<file path="config.mk">
export PLATFORM = sky130hd
export DESIGN_NAME = fixed_sqrt_iter
export DESIGN_NICKNAME = d
export VERILOG_FILES = /design/src/rtl/fixed_pkg.sv /design/src/rtl/fixed_sqrt_step.sv /design/src/rtl/fixed_sqrt_iter.sv
export SDC_FILE = /design/constraint.sdc
export NUM_CORES = 1
export LEC_CHECK = 0
export BUFFER_PORTS_ARGS = -buffer_cell sky130_fd_sc_hd__buf_4
export CAP_MARGIN = 40
export CORE_MARGIN = 5
export CORE_UTILIZATION = 35
export CTS_CLUSTER_DIAMETER = 40
export DETAILED_ROUTE_END_ITERATION = 12
export PLACE_DENSITY = 0.64
export SETUP_SLACK_MARGIN = 0.2
export SYNTH_ARGS = -nofsm -noshare
export SYNTH_HDL_FRONTEND = slang
export SYNTH_SLANG_ARGS = --single-unit
export TNS_END_PERCENT = 30
</file>
<file path="constraint.sdc">
create_clock -name clk -period 4.6 [get_ports clk]
set_clock_uncertainty 0.05 [all_clocks]
set_input_delay 0.92 -clock clk [delete_from_list [all_inputs] [get_ports clk]]
set_output_delay 0.92 -clock clk [all_outputs]
set_load 0.005 [all_outputs]
</file>
<file path="src/rtl/fixed_pkg.sv">
// ---------------------------------------------------------------------------
// fixed_pkg
// Shared definitions for the fixed-point arithmetic blocks of the ray
// pipeline.
//   DEFAULT_D / DEFAULT_Q : default D.Q split (integer bits incl. sign,
//                           fractional bits)
//   sqrt_latency(d, q)    : edges from operand accept to output_valid of
//                           fixed_sqrt_iter, for scheduling logic downstream
//   sqrt_state_t          : IDLE / RUN / DONE encoding of the sqrt sequencer
// ---------------------------------------------------------------------------
package fixed_pkg;

  localparam int DEFAULT_D = 8;
  localparam int DEFAULT_Q = 24;

  // One root bit per RUN cycle, plus the DONE cycle that registers the result.
  function automatic int sqrt_latency(input int d, input int q);
    return (d + 2 * q) / 2 + 1;
  endfunction

  typedef enum logic [1:0] {
    IDLE = 2'd0,
    RUN  = 2'd1,
    DONE = 2'd2
  } sqrt_state_t;

endpackage

</file>
<file path="src/rtl/fixed_sqrt_step.sv">
// ---------------------------------------------------------------------------
// fixed_sqrt_step
// One digit-by-digit square-root iteration, purely combinational.
//   W         : root width; the remainder is W+2 bits
//   rem       in  W+2 : current partial remainder
//   root      in  W   : current partial root
//   bits      in  2   : next radicand bit pair, MSB pair first
//   rem_next  out W+2 : updated remainder
//   root_next out W   : updated root (one more bit appended)
// ---------------------------------------------------------------------------
module fixed_sqrt_step #(
  parameter int W = 28
) (
  input  logic [W+1:0] rem,
  input  logic [W-1:0] root,
  input  logic [1:0]   bits,
  output logic [W+1:0] rem_next,
  output logic [W-1:0] root_next
);

  // Work two bits wider than the remainder so the shifted remainder and the
  // trial value never overflow; the results are narrowed back afterwards.
  logic [W+3:0] rem_shift;
  logic [W+3:0] trial;
  logic         take;

  assign rem_shift = {rem, bits};
  assign trial     = {2'b00, root, 2'b01};
  assign take      = (rem_shift >= trial);

  assign rem_next  = take ? (W+2)'(rem_shift - trial) : (W+2)'(rem_shift);
  // The root never exceeds W bits after W iterations, so the dropped MSB is
  // always zero.
  assign root_next = W'({root, take});

endmodule

</file>
<file path="src/rtl/fixed_sqrt_iter.sv">
// ---------------------------------------------------------------------------
// fixed_sqrt_iter
// Iterative square root of a signed D.Q operand, one root bit per clock.
// Result is floor(sqrt(a)) in the same D.Q format; negative operands give
// r = 0 with err = 1 after the same latency.
//   clk          in  1   : clock, rising edge
//   rst          in  1   : asynchronous reset, active low
//   new_data     in  1   : operand strobe, sampled only while in_ready = 1
//   in_ready     out 1   : block can accept an operand (IDLE or DONE)
//   a            in  D+Q : signed D.Q operand
//   output_valid out 1   : one-cycle pulse when r / err are updated
//   busy         out 1   : iterating (RUN), D/2+Q cycles per operand
//   r            out D+Q : floor(sqrt(a)), D.Q, held until the next result
//   err          out 1   : the operand of the current r was negative
// ---------------------------------------------------------------------------
module fixed_sqrt_iter
  import fixed_pkg::*;
#(
  parameter int D = DEFAULT_D,
  parameter int Q = DEFAULT_Q
) (
  input  logic         clk,
  input  logic         rst,
  input  logic         new_data,
  output logic         in_ready,
  input  logic [D+Q-1:0] a,
  output logic         output_valid,
  output logic         busy,
  output logic [D+Q-1:0] r,
  output logic         err
);

  localparam int N      = D + 2 * Q;         // radicand width
  localparam int ROOT_W = N / 2;             // root width / iteration count
  localparam int REM_W  = ROOT_W + 2;
  localparam int CNT_W  = (ROOT_W > 1) ? $clog2(ROOT_W) : 1;
  localparam logic [CNT_W-1:0] LAST_ITER = CNT_W'(ROOT_W - 1);

  // ---------------------------------------------------------------------
  // Sequencer
  // ---------------------------------------------------------------------
  sqrt_state_t state_reg, state_next;
  logic        load;    // capture a new operand this edge
  logic        step;    // perform one iteration this edge
  logic        finish;  // publish root/err this edge

  logic [CNT_W-1:0] cnt_reg;

  always_ff @(posedge clk or negedge rst) begin
    if (!rst) begin
      state_reg <= IDLE;
    end else begin
      state_reg <= state_next;
    end
  end

  always_comb begin
    state_next = state_reg;
    load       = 1'b0;
    step       = 1'b0;
    finish     = 1'b0;
    case (state_reg)
      IDLE: begin
        if (new_data) begin
          load       = 1'b1;
          state_next = RUN;
        end
      end
      RUN: begin
        // new_data is deliberately ignored here; in_ready is low.
        step = 1'b1;
        if (cnt_reg == LAST_ITER) begin
          state_next = DONE;
        end
      end
      DONE: begin
        // Accepting here gives back-to-back operation with no bubble.
        finish = 1'b1;
        if (new_data) begin
          load       = 1'b1;
          state_next = RUN;
        end else begin
          state_next = IDLE;
        end
      end
      default: begin
        state_next = IDLE;
      end
    endcase
  end

  assign in_ready = (state_reg == IDLE) || (state_reg == DONE);
  assign busy     = (state_reg == RUN);

  // ---------------------------------------------------------------------
  // Datapath
  // ---------------------------------------------------------------------
  logic [N-1:0]      rad_reg;      // radicand, consumed two bits per step
  logic [REM_W-1:0]  rem_reg;
  logic [ROOT_W-1:0] root_reg;
  logic              err_pend_reg; // err of the operand in flight
  logic [REM_W-1:0]  rem_next;
  logic [ROOT_W-1:0] root_next;
  logic [N-1:0]      rad_load;
  logic              a_neg;

  logic              valid_reg;
  logic [D+Q-1:0]    r_reg;
  logic              err_reg;

  assign a_neg    = a[D+Q-1];
  // Appending Q zero bits turns sqrt of a D.Q value into a D.Q root.
  // A negative operand is replaced by zero so the result is simply 0.
  assign rad_load = a_neg ? '0 : {a, {Q{1'b0}}};

  fixed_sqrt_step #(
    .W (ROOT_W)
  ) u_step (
    .rem       (rem_reg),
    .root      (root_reg),
    .bits      (rad_reg[N-1:N-2]),
    .rem_next  (rem_next),
    .root_next (root_next)
  );

  always_ff @(posedge clk or negedge rst) begin
    if (!rst) begin
      rad_reg      <= '0;
      rem_reg      <= '0;
      root_reg     <= '0;
      cnt_reg      <= '0;
      err_pend_reg <= 1'b0;
      valid_reg    <= 1'b0;
      r_reg        <= '0;
      err_reg      <= 1'b0;
    end else begin
      valid_reg <= finish;

      // Uses the completed root of the previous operand, even when a new
      // operand is loaded on the same edge.
      if (finish) begin
        r_reg   <= {{(D + Q - ROOT_W){1'b0}}, root_reg};
        err_reg <= err_pend_reg;
      end

      if (load) begin
        rad_reg      <= rad_load;
        rem_reg      <= '0;
        root_reg     <= '0;
        cnt_reg      <= '0;
        err_pend_reg <= a_neg;
      end else if (step) begin
        rad_reg  <= {rad_reg[N-3:0], 2'b00};
        rem_reg  <= rem_next;
        root_reg <= root_next;
        cnt_reg  <= cnt_reg + 1'b1;
      end
    end
  end

  assign output_valid = valid_reg;
  assign r            = r_reg;
  assign err          = err_reg;

endmodule
</file>
# After elaboration in Yosys (flattened, before gate mapping)
# Index checks and enable logic that the tools add are counted.
# totals
word_cells	40
inputBits	35
regBits	152
# classes
n_addsub	2
eq_ne	5
mux	18
reduce_logical	5
order_cmp	1
# op_table
operator	n
$mux 56	2
$mux 30	3
$mux 28	2
$mux 55	1
$ge 32x30->1	1
$sub 30x30->30	1
$mux 5	2
$pmux 2 s3	1
$add 5x1->5 const B	1
$eq 5x5->1 const B	1
$mux 1	5
$mux 2	2
$eq 2x1->1 const B	1
$eq 2x2->1 const B	1
$logic_not 2->1	1
$ne 2x1->1 const B	1
$ne 2x2->1 const B	1
$reduce_and 2->1	1
$reduce_bool 2->1	1
$reduce_or 2->1	1
$logic_or 1x1->1	1

# Longest topological paths before layout
# Gate-level depths: netlist of run 1.
# depth
ltp_word	4
mapped_depth	13
ltp_nobuf	11

# Modules after synthesis
# A second synthesis of run 1 with hierarchy kept.
# hier_totals
hier_cells	731
hier_area_um2	7442.1
# by_module_without_submodules
module	n_inst	area_each_um2	seq_area_each_um2	cells_per_inst
fixed_sqrt_iter	1	4880.9	3203.1	332
fixed_sqrt_step	1	2561.2	0.0	399

# Worst setup path before layout of run 1
# No wires, ideal clock.
# synth_path
kind	reg-to-reg
start	register rem_reg[23]
end	register rem_reg[12]
path_buffers	2
path_stages_with_launch	13
setup_slack_ns	2.101
setup_ns	0.132
arrival_ns	2.317
period_less_slack_ns	2.499
path_cell_list	dfrtp_1 ha_1 buf_6 a21o_1 a21oi_1 nor2b_1 o21a_1 or3_1 a21oi_2 a31oi_4 buf_6 mux2i_1 o21ai_1
# synth_via
elab_chain_len	4
# synth_rtl
item	line_no	rtl
start: declaration	fixed_sqrt_iter.sv:99	logic [REM_W-1:0] rem_reg;
start signal: assignment	fixed_sqrt_iter.sv:154	rem_reg <= rem_next;
$ge 32x30->1	fixed_sqrt_step.sv:29	assign take = (rem_shift >= trial);
$mux 30	fixed_sqrt_step.sv:31	assign rem_next = take ? (W+2)'(rem_shift - trial) : (W+2)'(rem_shift);
$mux 30	fixed_sqrt_iter.sv:152	end else if (step) begin
$mux 30	fixed_sqrt_iter.sv:146	if (load) begin
# No other way between the ends. The select of a mux whose other input is x is not followed.
# A chain may end at the register's enable or synchronous reset.

# Worst setup path after layout of run 1
# layout_path
start	register root_reg[7]
end	register rem_reg[13]
# layout_via
elab_chain_len	4
word_cells_on_any_way	5
cone_classes	add/sub: 1; order compare: 1; mux: 3
# layout_rtl
item	line_no	rtl
start: declaration	fixed_sqrt_iter.sv:100	logic [ROOT_W-1:0] root_reg;
start signal: assignment	fixed_sqrt_iter.sv:155	root_reg <= root_next;
$sub 30x30->30 / $ge 32x30->1 (equally long branches)	fixed_sqrt_step.sv:31, fixed_sqrt_step.sv:29	
$mux 30 (*)	fixed_sqrt_step.sv:31	
$mux 30 (*)	fixed_sqrt_iter.sv:152	
$mux 30 (*)	fixed_sqrt_iter.sv:146	
# Every way passes the cells marked *; elsewhere a longest branch is shown, timed or not. The select of a mux whose other input is x is not followed.

==> results.json, run 1 <==
{
  "outcome": "finished, final reports clean",
  "crit_path_top_delay_cell": "a31oi_4",
  "ys_ff_latch": 128,
  "synthArstFlopShare_pct": 100,
  "synth_top_cell_by_area": "dfrtp_1",
  "cts_tree": "built",
  "internal-power_w": 0.00411,
  "die_y_um": 149,
  "placed_area_um2": 7520,
  "cp_num_cells": 12,
  "die-area_um2": 22300,
  "port_buffers": 66,
  "maxCapViolCount": 0,
  "cp_max_fo": 18,
  "row_count": 51,
  "largest_register_ffs": 32,
  "path_buf_inv": 2,
  "period_minus_slack_ps": 3230,
  "clockBufferDepth": 2,
  "cp_common_cell": "a21o_1",
  "antenna_cells": 0,
  "cts-root-buf": "clkbuf_16",
  "post_cts_buffers": 0,
  "clock-sinks": 128,
  "clkPwrFrac_pct": 19.6,
  "startpoint": "root_reg[7]$_DFFE_PN0P_",
  "min_period_over_period_pct": 70.1,
  "p_leak_nw": 3.88,
  "ys_types": 56,
  "hpwlAfterDp_um": 10500,
  "cts_hold_buf": 0,
  "syn_to_final_growth_pct": 19.7,
  "design_area_um2": 8120,
  "finalSetupViolations": 0,
  "cp_top_family": "compound AO/OA/AOI/OAI gates",
  "start_util_pct": 35.2,
  "powerDensity_nw_per_um2": 863,
  "final_util_pct": 42.1,
  "irDropWorstVdd_v": 0.000384,
  "rsz0062_at_grt": "false",
  "drive_above_1_share_pct": 15.4,
  "synth_area_per_cell_um2": 9.33,
  "switching_power_w": 0.00290,
  "slew_violations": 0,
  "worstPathArrival_ps": 3450,
  "worst_pin_slew_ps": 822,
  "htreeDepth": 4,
  "drt_wl_total_um": 15000,
  "synth_mux_area_share_pct": 4.32,
  "crit_required_ps": 4820,
  "synthXorXnorAreaFrac_pct": 3.62,
  "gr-total-overflow": 0,
  "cts_buffers": 17,
  "ys_seq_area_share_pct": 47.2,
  "synth_top_family_by_area": "compound AO/OA/AOI/OAI gates",
  "synthTopCellsByCount": "nand2_1 (157), dfrtp_1 (128), o21ai_0 (70)",
  "power_frac_comb_pct": 54.6,
  "netlist_top_cells_area": "dfrtp_1 (47%), nand2_1 (8.7%), ha_1 (5.7%)",
  "wl_per_cell_um": 14.2,
  "endpoint_kind": "flop",
  "viasPerCell": 4.95,
  "synth_most_common_cell": "nand2_1",
  "synth.top_cell.area_share_pct": 47.2,
  "synth_area_um2": 6780,
  "switching_share_pct": 41.3,
  "synth_ff_type": "dfrtp_1",
  "die_x_um": 149,
  "seqPwrFrac_pct": 25.9,
  "grt_max_degree": 61,
  "synth_compound_area_share_pct": 20.2,
  "holdCritPathClass": "primary input to async pin",
  "antenna_left": 0,
  "antenna_found_initial": 0,
  "rrSetupSlack_ps": 1370,
  "grt_pass1_wl_um": 26100,
  "worstPathCellList": "inv_1 -> ha_1 -> a21o_1 -> a21o_1 -> a21oi_2 -> and3b_2 -> a21oi_4 -> o21ai_2 -> a31oi_4 -> buf_4 -> mux2i_1 -> o21ai_1",
  "core_um2": 19300,
  "r2r-end": "rem_reg[13]$_DFFE_PN0P_",
  "dr.pass1.iters": 4,
  "ctsResizeCount": 0,
  "synthSimpleGateAreaFrac_pct": 13.7,
  "reg2regPathDepth": 12,
  "drt_first_iter_violations": 339,
  "slew_headroom_pct": 45.2,
  "cp_slowest_stage_delay_ps": 660,
  "place_congestion": 0.861,
  "fin_nets": 847,
  "hold_viol_final": 0,
  "clk_pin_slew_ps": 60,
  "critical_path.endpoint": "rem_reg[13]$_DFFE_PN0P_",
  "p_total_w": 0.00701,
  "route.detailed.drc": 0,
  "synthAdderAreaFrac_pct": 5.72,
  "fmax_mhz": 310,
  "io_pins": 71,
  "netlist_instances": 727,
  "critPathLaunchType": "flop",
  "synth_edf_count": 0,
  "r2r-start": "root_reg[7]$_DFFE_PN0P_",
  "crit_type": "flop to flop",
  "insertion_delay_ps": 410,
  "first_global_vias": 5184,
  "ys_warn_count": 0,
  "vias": 5245,
  "tns_ps": 0,
  "grt_use_total_pct": 14.4
}
## power groups by stage
stage	Combinational, W	Clock (W)	Sequential, W
4_1_cts	0.00385	0.00140	0.00181
6_report	0.00382	0.00137	0.00181
3_3_place_gp	0.00379	0	0.00182
3_5_place_dp	0.00384	0	0.00183
5_1_grt	0.00434	0.00146	0.00187
2_1_floorplan	0.00315	0	0.00176
## how the worst min path moves through the flow
stage | start | endpoint | slack [ps] | depth (start not counted)
final | rst | rad_reg[25]$_DFFE_PN0P_ | 420 | 1
after global routing | rst | rad_reg[25]$_DFFE_PN0P_ | 450 | 1
after CTS | rad_reg[44]$_DFFE_PN0P_ | rad_reg[46]$_DFFE_PN0P_ | 420 | 2
after detailed placement | rad_reg[37]$_DFFE_PN0P_ | rad_reg[39]$_DFFE_PN0P_ | 400 | 2
after global placement | rad_reg[50]$_DFFE_PN0P_ | rad_reg[52]$_DFFE_PN0P_ | 400 | 2
after floorplan | rad_reg[24]$_DFFE_PN0P_ | rad_reg[26]$_DFFE_PN0P_ | 390 | 2
## routing by layer
layer  share of wire [%]  track usage [%]  wire (µm)  vias to the layer above
li1                    -                -          -                     2648
met1                  49             20.4       7340                     2483
met2                  44             21.7       6670                       97
met3                 5.4             4.01        811                       17
met4                 1.4             4.26        206                        0
met5                   0                0          0                        -
## area by class of cell
cell class | instances | area (µm²)
Fill cell | 1904 | 11200
Multi-Input combinational cell | 523 | 3260
Sequential cell | 128 | 3200
Timing Repair Buffer | 76 | 594
Clock buffer | 23 | 468
Tap cell | 265 | 332
Clock inverter | 9 | 133
Inverter | 35 | 131
## stage by stage
stage | worst slack [ps] | hold WS (ps) | cells
global placement | 1410 | 402 | 1026
finish | 1370 | 418 | 1059
floorplan | 2100 | 389 | 730
global route | 1120 | 445 | 1059
detailed placement | 1340 | 403 | 1027
CTS | 1330 | 421 | 1059
## cell usage in the layout (no fill, tap or decap), types with 7 or more instances in the layout
master     instances
o21ai_1           28
nand2_1          156
o21ai_0           70
a21o_1            15
xnor2_1           20
inv_1             34
buf_4             74
dfrtp_1          128
a22o_1             7
ha_1              31
a21oi_1           28
xor2_1             8
nor2_1             9
nand3_1           12
mux2i_1           27
clkbuf_16         17
a22oi_1           29
## cell families (layout without fill, tap and decap cells)
logic type / Yosys count / in the layout
simple gates: 214 / 214
buf+inv: 79 / 143
fa+ha+maj: 31 / 31
flops: 128 / 128
compound gates: 217 / 217
other cells: 1 / 4
mux: 29 / 29
xor+xnor: 28 / 28
Note: power is estimated with default switching activity, not from simulation.
==> inputs of run 2 (changes only) <==
Clock period 4.6 ns to 3.3 ns, I/O delays scaled along.
==> results.json, run 2 (synthesized netlist as in run 1, its figures left out) <==
{
  "outcome": "finished, final reports clean",
  "place_congestion": 0.853,
  "cts_hold_buf": 0,
  "antenna_found_initial": 0,
  "syn_to_final_growth_pct": 20.0,
  "gr-total-overflow": 0,
  "grt_use_total_pct": 14.5,
  "drt_first_iter_violations": 374,
  "rrSetupSlack_ps": 560,
  "drt_wl_total_um": 15200,
  "die-area_um2": 22300,
  "cts_tree": "built",
  "antenna_left": 0,
  "powerDensity_nw_per_um2": 1200,
  "tns_ps": 0,
  "final_util_pct": 42.2,
  "endpoint_kind": "flop",
  "crit_required_ps": 3590,
  "clk_pin_slew_ps": 60,
  "vias": 5260,
  "rsz0062_at_grt": "false",
  "fin_cells": 1059,
  "period_minus_slack_ps": 2740,
  "io_pins": 71,
  "layout_commonest_cell": "nand2_1",
  "hold_viol_final": 0,
  "worst_pin_slew_ps": 597,
  "wl_per_cell_um": 14.4,
  "multi_input_area_um2": 3260,
  "cp_max_fo": 7,
  "drive_above_1_share_pct": 15.9,
  "ctsResizeCount": 0,
  "post_cts_buffers": 0,
  "irDropWorstVdd_v": 0.000730,
  "port_buffers": 66,
  "fin_nets": 847,
  "r2r-end": "rem_reg[27]$_DFFE_PN0P_",
  "crit_path_top_delay_cell": "dfrtp_1",
  "start_util_pct": 35.2,
  "crit_type": "flop to flop",
  "finalSetupViolations": 0,
  "worstPathArrival_ps": 3030,
  "clockBufferDepth": 2,
  "dr.pass1.iters": 5,
  "critical_path.endpoint": "rem_reg[27]$_DFFE_PN0P_",
  "regArea_um2": 3200,
  "r2r-start": "rem_reg[10]$_DFFE_PN0P_",
  "insertion_delay_ps": 430,
  "dp.cells": 1027,
  "hpwlAfterDp_um": 10500,
  "row_count": 51,
  "die_y_um": 149,
  "critPathLaunchType": "flop",
  "core_um2": 19300,
  "startpoint": "rem_reg[10]$_DFFE_PN0P_",
  "fill_cells": 1926,
  "holdCritPathClass": "primary input to async pin",
  "grt_pass1_wl_um": 26400,
  "cts-root-buf": "clkbuf_16",
  "maxCapViolCount": 0,
  "layout_common_cells": "nand2_1 (156), dfrtp_1 (128), buf_4 (72), o21ai_0 (70), inv_1 (34)",
  "slew_violations": 0,
  "cp_slowest_stage_delay_ps": 420,
  "p_leak_nw": 3.89,
  "reg2regPathDepth": 10,
  "htreeDepth": 4,
  "route.detailed.drc": 0,
  "viasPerCell": 4.97,
  "clock-sinks": 128,
  "grt_max_degree": 61,
  "fmax_mhz": 366,
  "antenna_cells": 0,
  "die_x_um": 149,
  "largest_register_ffs": 32,
  "first_global_vias": 5157,
  "slew_headroom_pct": 60.2,
  "cts_buffers": 17,
  "worstPathCellList": "ha_1 -> and3_1 -> nand2_1 -> or3_1 -> o221ai_2 -> a32oi_1 -> o21ai_0 -> xor2_1 -> mux2i_1 -> o21ai_1",
  "min_period_over_period_pct": 82.9
}
## run 2: changes by cell type in the layout (fill, tap and decap cells not counted), moves of 2 or more
cell	previous run	this run
clkbuf_1	4	0
inv_6	0	4
clkinv_4	0	3
buf_12	0	2
buf_4	74	72
## run 2: per-layer routing
metal  up-vias  track usage [%]  part of all wire, %
met2       104             21.8                   46
met5         -                0                    0
li1       2635                -                    -
met3         8             4.38                  5.9
met1      2513             20.3                   47
met4         0             4.44                 0.82
## run 2: worst min-delay path by stage
| stage | start | to | slack [ps] | depth (start not counted) |
|---|---|---|---|---|
| final | rst | rad_reg[25]$_DFFE_PN0P_ | 130 | 1 |
| after global routing | rst | rad_reg[25]$_DFFE_PN0P_ | 160 | 1 |
| after CTS | rst | rad_reg[25]$_DFFE_PN0P_ | 130 | 1 |
| after detailed placement | rad_reg[48]$_DFFE_PN0P_ | rad_reg[50]$_DFFE_PN0P_ | 410 | 2 |
| after global placement | rad_reg[50]$_DFFE_PN0P_ | rad_reg[52]$_DFFE_PN0P_ | 390 | 2 |
| after floorplan | rst | cnt_reg[0]$_DFFE_PN0P_ | 310 | 0 |
## run 2: stage by stage
| stage | power, W | hold WS (ps) | worst slack, ps | instance area (µm²) |
|---|---|---|---|---|
| 2_1_floorplan | 0.00684 | 314 | 801 | 6790 |
| 3_3_place_gp | 0.00781 | 395 | 606 | 7510 |
| 3_5_place_dp | 0.00791 | 408 | 583 | 7540 |
| 4_1_cts | 0.00985 | 134 | 567 | 8140 |
| 5_1_grt | 0.0107 | 162 | 325 | 8140 |
| 6_report | 0.00975 | 128 | 565 | 8140 |
## run 2: cell type report
cell class | count | area share (%)
flip-flops and latches | 128 | 39.4
multi-input cells | 523 | 40.0
clock inverters | 14 | 1.92
inverters | 35 | 1.61
well taps | 265 | 4.07
repair buffers | 76 | 7.61
clock buffers | 18 | 5.40
## run 2: power breakdown
part | total, W | internal (W) | switching (W) | leakage (nW)
sequential | 0.00254 | 0.00217 | 0.000367 | 1.56
combinational | 0.00532 | 0.00235 | 0.00297 | 2.05
clock | 0.00190 | 0.00114 | 0.000758 | 0.280
total | 0.00975 | 0.00566 | 0.00409 | 3.89
## run 2: worst max-delay path: cells and delay by family, from the launching register on
kind	cells	cell delay, ps
fa+ha+maj	1	420
xor+xnor	1	220
simple gates	3	670
compound gates	4	780
mux	1	100
flops	1	420
==> inputs of run 3 (changes only) <==
Clock period 3.3 ns to 2.9 ns, I/O delays scaled along.
==> results.json, run 3 (synthesized netlist as in run 1, its figures left out) <==
{
  "crit_required_ps": 3130,
  "wl_per_cell_um": 14.6,
  "seqPwrFrac_pct": 24.8,
  "start_util_pct": 35.2,
  "critPathLaunchType": "flop",
  "hpwlAfterDp_um": 10500,
  "antenna_left": 0,
  "worst_pin_slew_ps": 614,
  "min_period_over_period_pct": 92.4,
  "cts_hold_buf": 0,
  "die_x_um": 149,
  "routedLengthMet1_um": 7290,
  "period_minus_slack_ps": 2680,
  "clockBufferDepth": 2,
  "cts-root-buf": "clkbuf_16",
  "path_buf_inv": 1,
  "grt_use_total_pct": 14.7,
  "grt_max_degree": 89,
  "io_pins": 71,
  "die-area_um2": 22300,
  "switching_share_pct": 41.7,
  "cts_buffers": 17,
  "cp_max_fo": 10,
  "slew_violations": 0,
  "port_buffers": 66,
  "antenna_found_initial": 0,
  "fin_nets": 861,
  "placed_area_um2": 7540,
  "holdCritPathClass": "primary input to async pin",
  "power_frac_comb_pct": 57.6,
  "insertion_delay_ps": 430,
  "drive_above_1_share_pct": 19.3,
  "place_congestion": 0.835,
  "dr.pass1.iters": 5,
  "core_um2": 19300,
  "rsz0062_at_grt": "true",
  "drt_first_iter_violations": 355,
  "top_layer_used": "met4",
  "cp_top_family": "compound AO/OA/AOI/OAI gates",
  "tns_ps": 0,
  "worstPathCellList": "ha_4 -> and2b_1 -> o211ai_1 -> a21oi_2 -> o21bai_2 -> a21oi_4 -> o21ai_2 -> a31oi_4 -> buf_8 -> mux2i_1 -> o21ai_1",
  "wl_met3_um": 903,
  "cp_slowest_stage_delay_ps": 430,
  "powerDensity_nw_per_um2": 1400,
  "layout_common_cells": "nand2_1 (156), dfrtp_1 (127), buf_4 (83), o21ai_0 (70), inv_1 (31)",
  "slew_headroom_pct": 59.0,
  "largest_register_ffs": 32,
  "antenna_cells": 0,
  "clk_pin_slew_ps": 60,
  "p_leak_nw": 3.95,
  "layout_commonest_cell": "nand2_1",
  "outcome": "finished, final reports clean",
  "gr-total-overflow": 0,
  "maxCapViolCount": 0,
  "switching_power_w": 0.00487,
  "vias": 5325,
  "syn_to_final_growth_pct": 23.0,
  "internal-power_w": 0.00680,
  "hold_viol_final": 0,
  "met2WireLength_um": 7370,
  "route.detailed.drc": 0,
  "clkPwrFrac_pct": 17.7,
  "fmax_mhz": 373,
  "worstPathArrival_ps": 2910,
  "first_global_vias": 5322,
  "grt_pass1_wl_um": 26300,
  "drt_wl_total_um": 15700,
  "viasPerCell": 4.96,
  "crit_path_top_delay_cell": "dfrtp_1",
  "row_count": 51,
  "endpoint_kind": "flop",
  "cts_tree": "built",
  "clock-sinks": 128,
  "irDropWorstVdd_v": 0.000698,
  "die_y_um": 149,
  "design_area_um2": 8340,
  "crit_type": "flop to flop",
  "htreeDepth": 4,
  "finalSetupViolations": 0
}
[run 3: changes by cell type in the layout (fill, tap and decap cells not counted), sizes merged]
cell	delta
inv	+1
bufinv	-1
buf	+13
clkbuf	+1
[run 3: power groups by stage]
stage	Combinational [W]	Clock [W]	Sequential, W
finish	0.00672	0.00206	0.00289
global route	0.00751	0.00221	0.00297
CTS	0.00621	0.00212	0.00287
detailed placement	0.00617	0	0.00289
global placement	0.00608	0	0.00288
floorplan	0.00500	0	0.00279
[run 3: final timing paths]
check / cells after the start / endpoint / from / slack, ps
setup / recovery: 11 / rem_reg[15]$_DFFE_PN0P_ / rem_reg[0]$_DFFE_PN0P_ / 220
hold / removal: 1 / rem_reg[25]$_DFFE_PN0P_ / rst / 50
setup reg to reg: 11 / rem_reg[15]$_DFFE_PN0P_ / rem_reg[0]$_DFFE_PN0P_ / 220
hold reg to reg: 2 / rad_reg[37]$_DFFE_PN0P_ / rad_reg[35]$_DFFE_PN0P_ / 410
max in group asynchronous: 2 / rad_reg[35]$_DFFE_PN0P_ / rst / 2000
min in group clk: 3 / rad_reg[42]$_DFFE_PN0P_ / a[18] / 320
[run 3: worst register-to-register path, cell delays in order, from the launching register on]
cell and delay [ps]:
dfrtp_1 430, ha_4 300, and2b_1 140, o211ai_1 130, a21oi_2 220, o21bai_2 110, a21oi_4 170, o21ai_2 90
a31oi_4 360, buf_8 210, mux2i_1 240, o21ai_1 80
[run 3: through the flow]
stage | utilization (%) | cells | setup slack, ps | hold WS, ps | power (W)
floorplan | - | 730 | 401 | 234 | 0.00778
finish | 43.3 | 1073 | 221 | 54.6 | 0.0117
detailed placement | 39.1 | 1029 | 198 | 403 | 0.00906
CTS | 42.1 | 1061 | 186 | 60.6 | 0.0112
global route | 43.3 | 1073 | 83.3 | 94.7 | 0.0127
global placement | 39.1 | 1029 | 263 | 399 | 0.00895
[run 3: layer usage]
layer | vias up | GRT usage, %
met1 | 2558 | 18.9
met4 | 0 | 4.03
met3 | 11 | 5.23
met5 | - | 0
li1 | 2658 | -
met2 | 98 | 23.5
[run 3: layout make-up]
cell class,instances,area (µm²)
sequential,128,3200
timing repair buffer,90,754
clock inverter,14,131
multi-input combinational,523,3350
inverter,35,131
clock buffer,18,439
fill,1924,10900
tap,265,332
[run 3: timing repair]
action,4_1_cts,5_1_grt
gates cloned,0,1
resized for setup,1,26
setup buffers,0,11
setup endpoints to repair,1,30
pin swaps,0,4
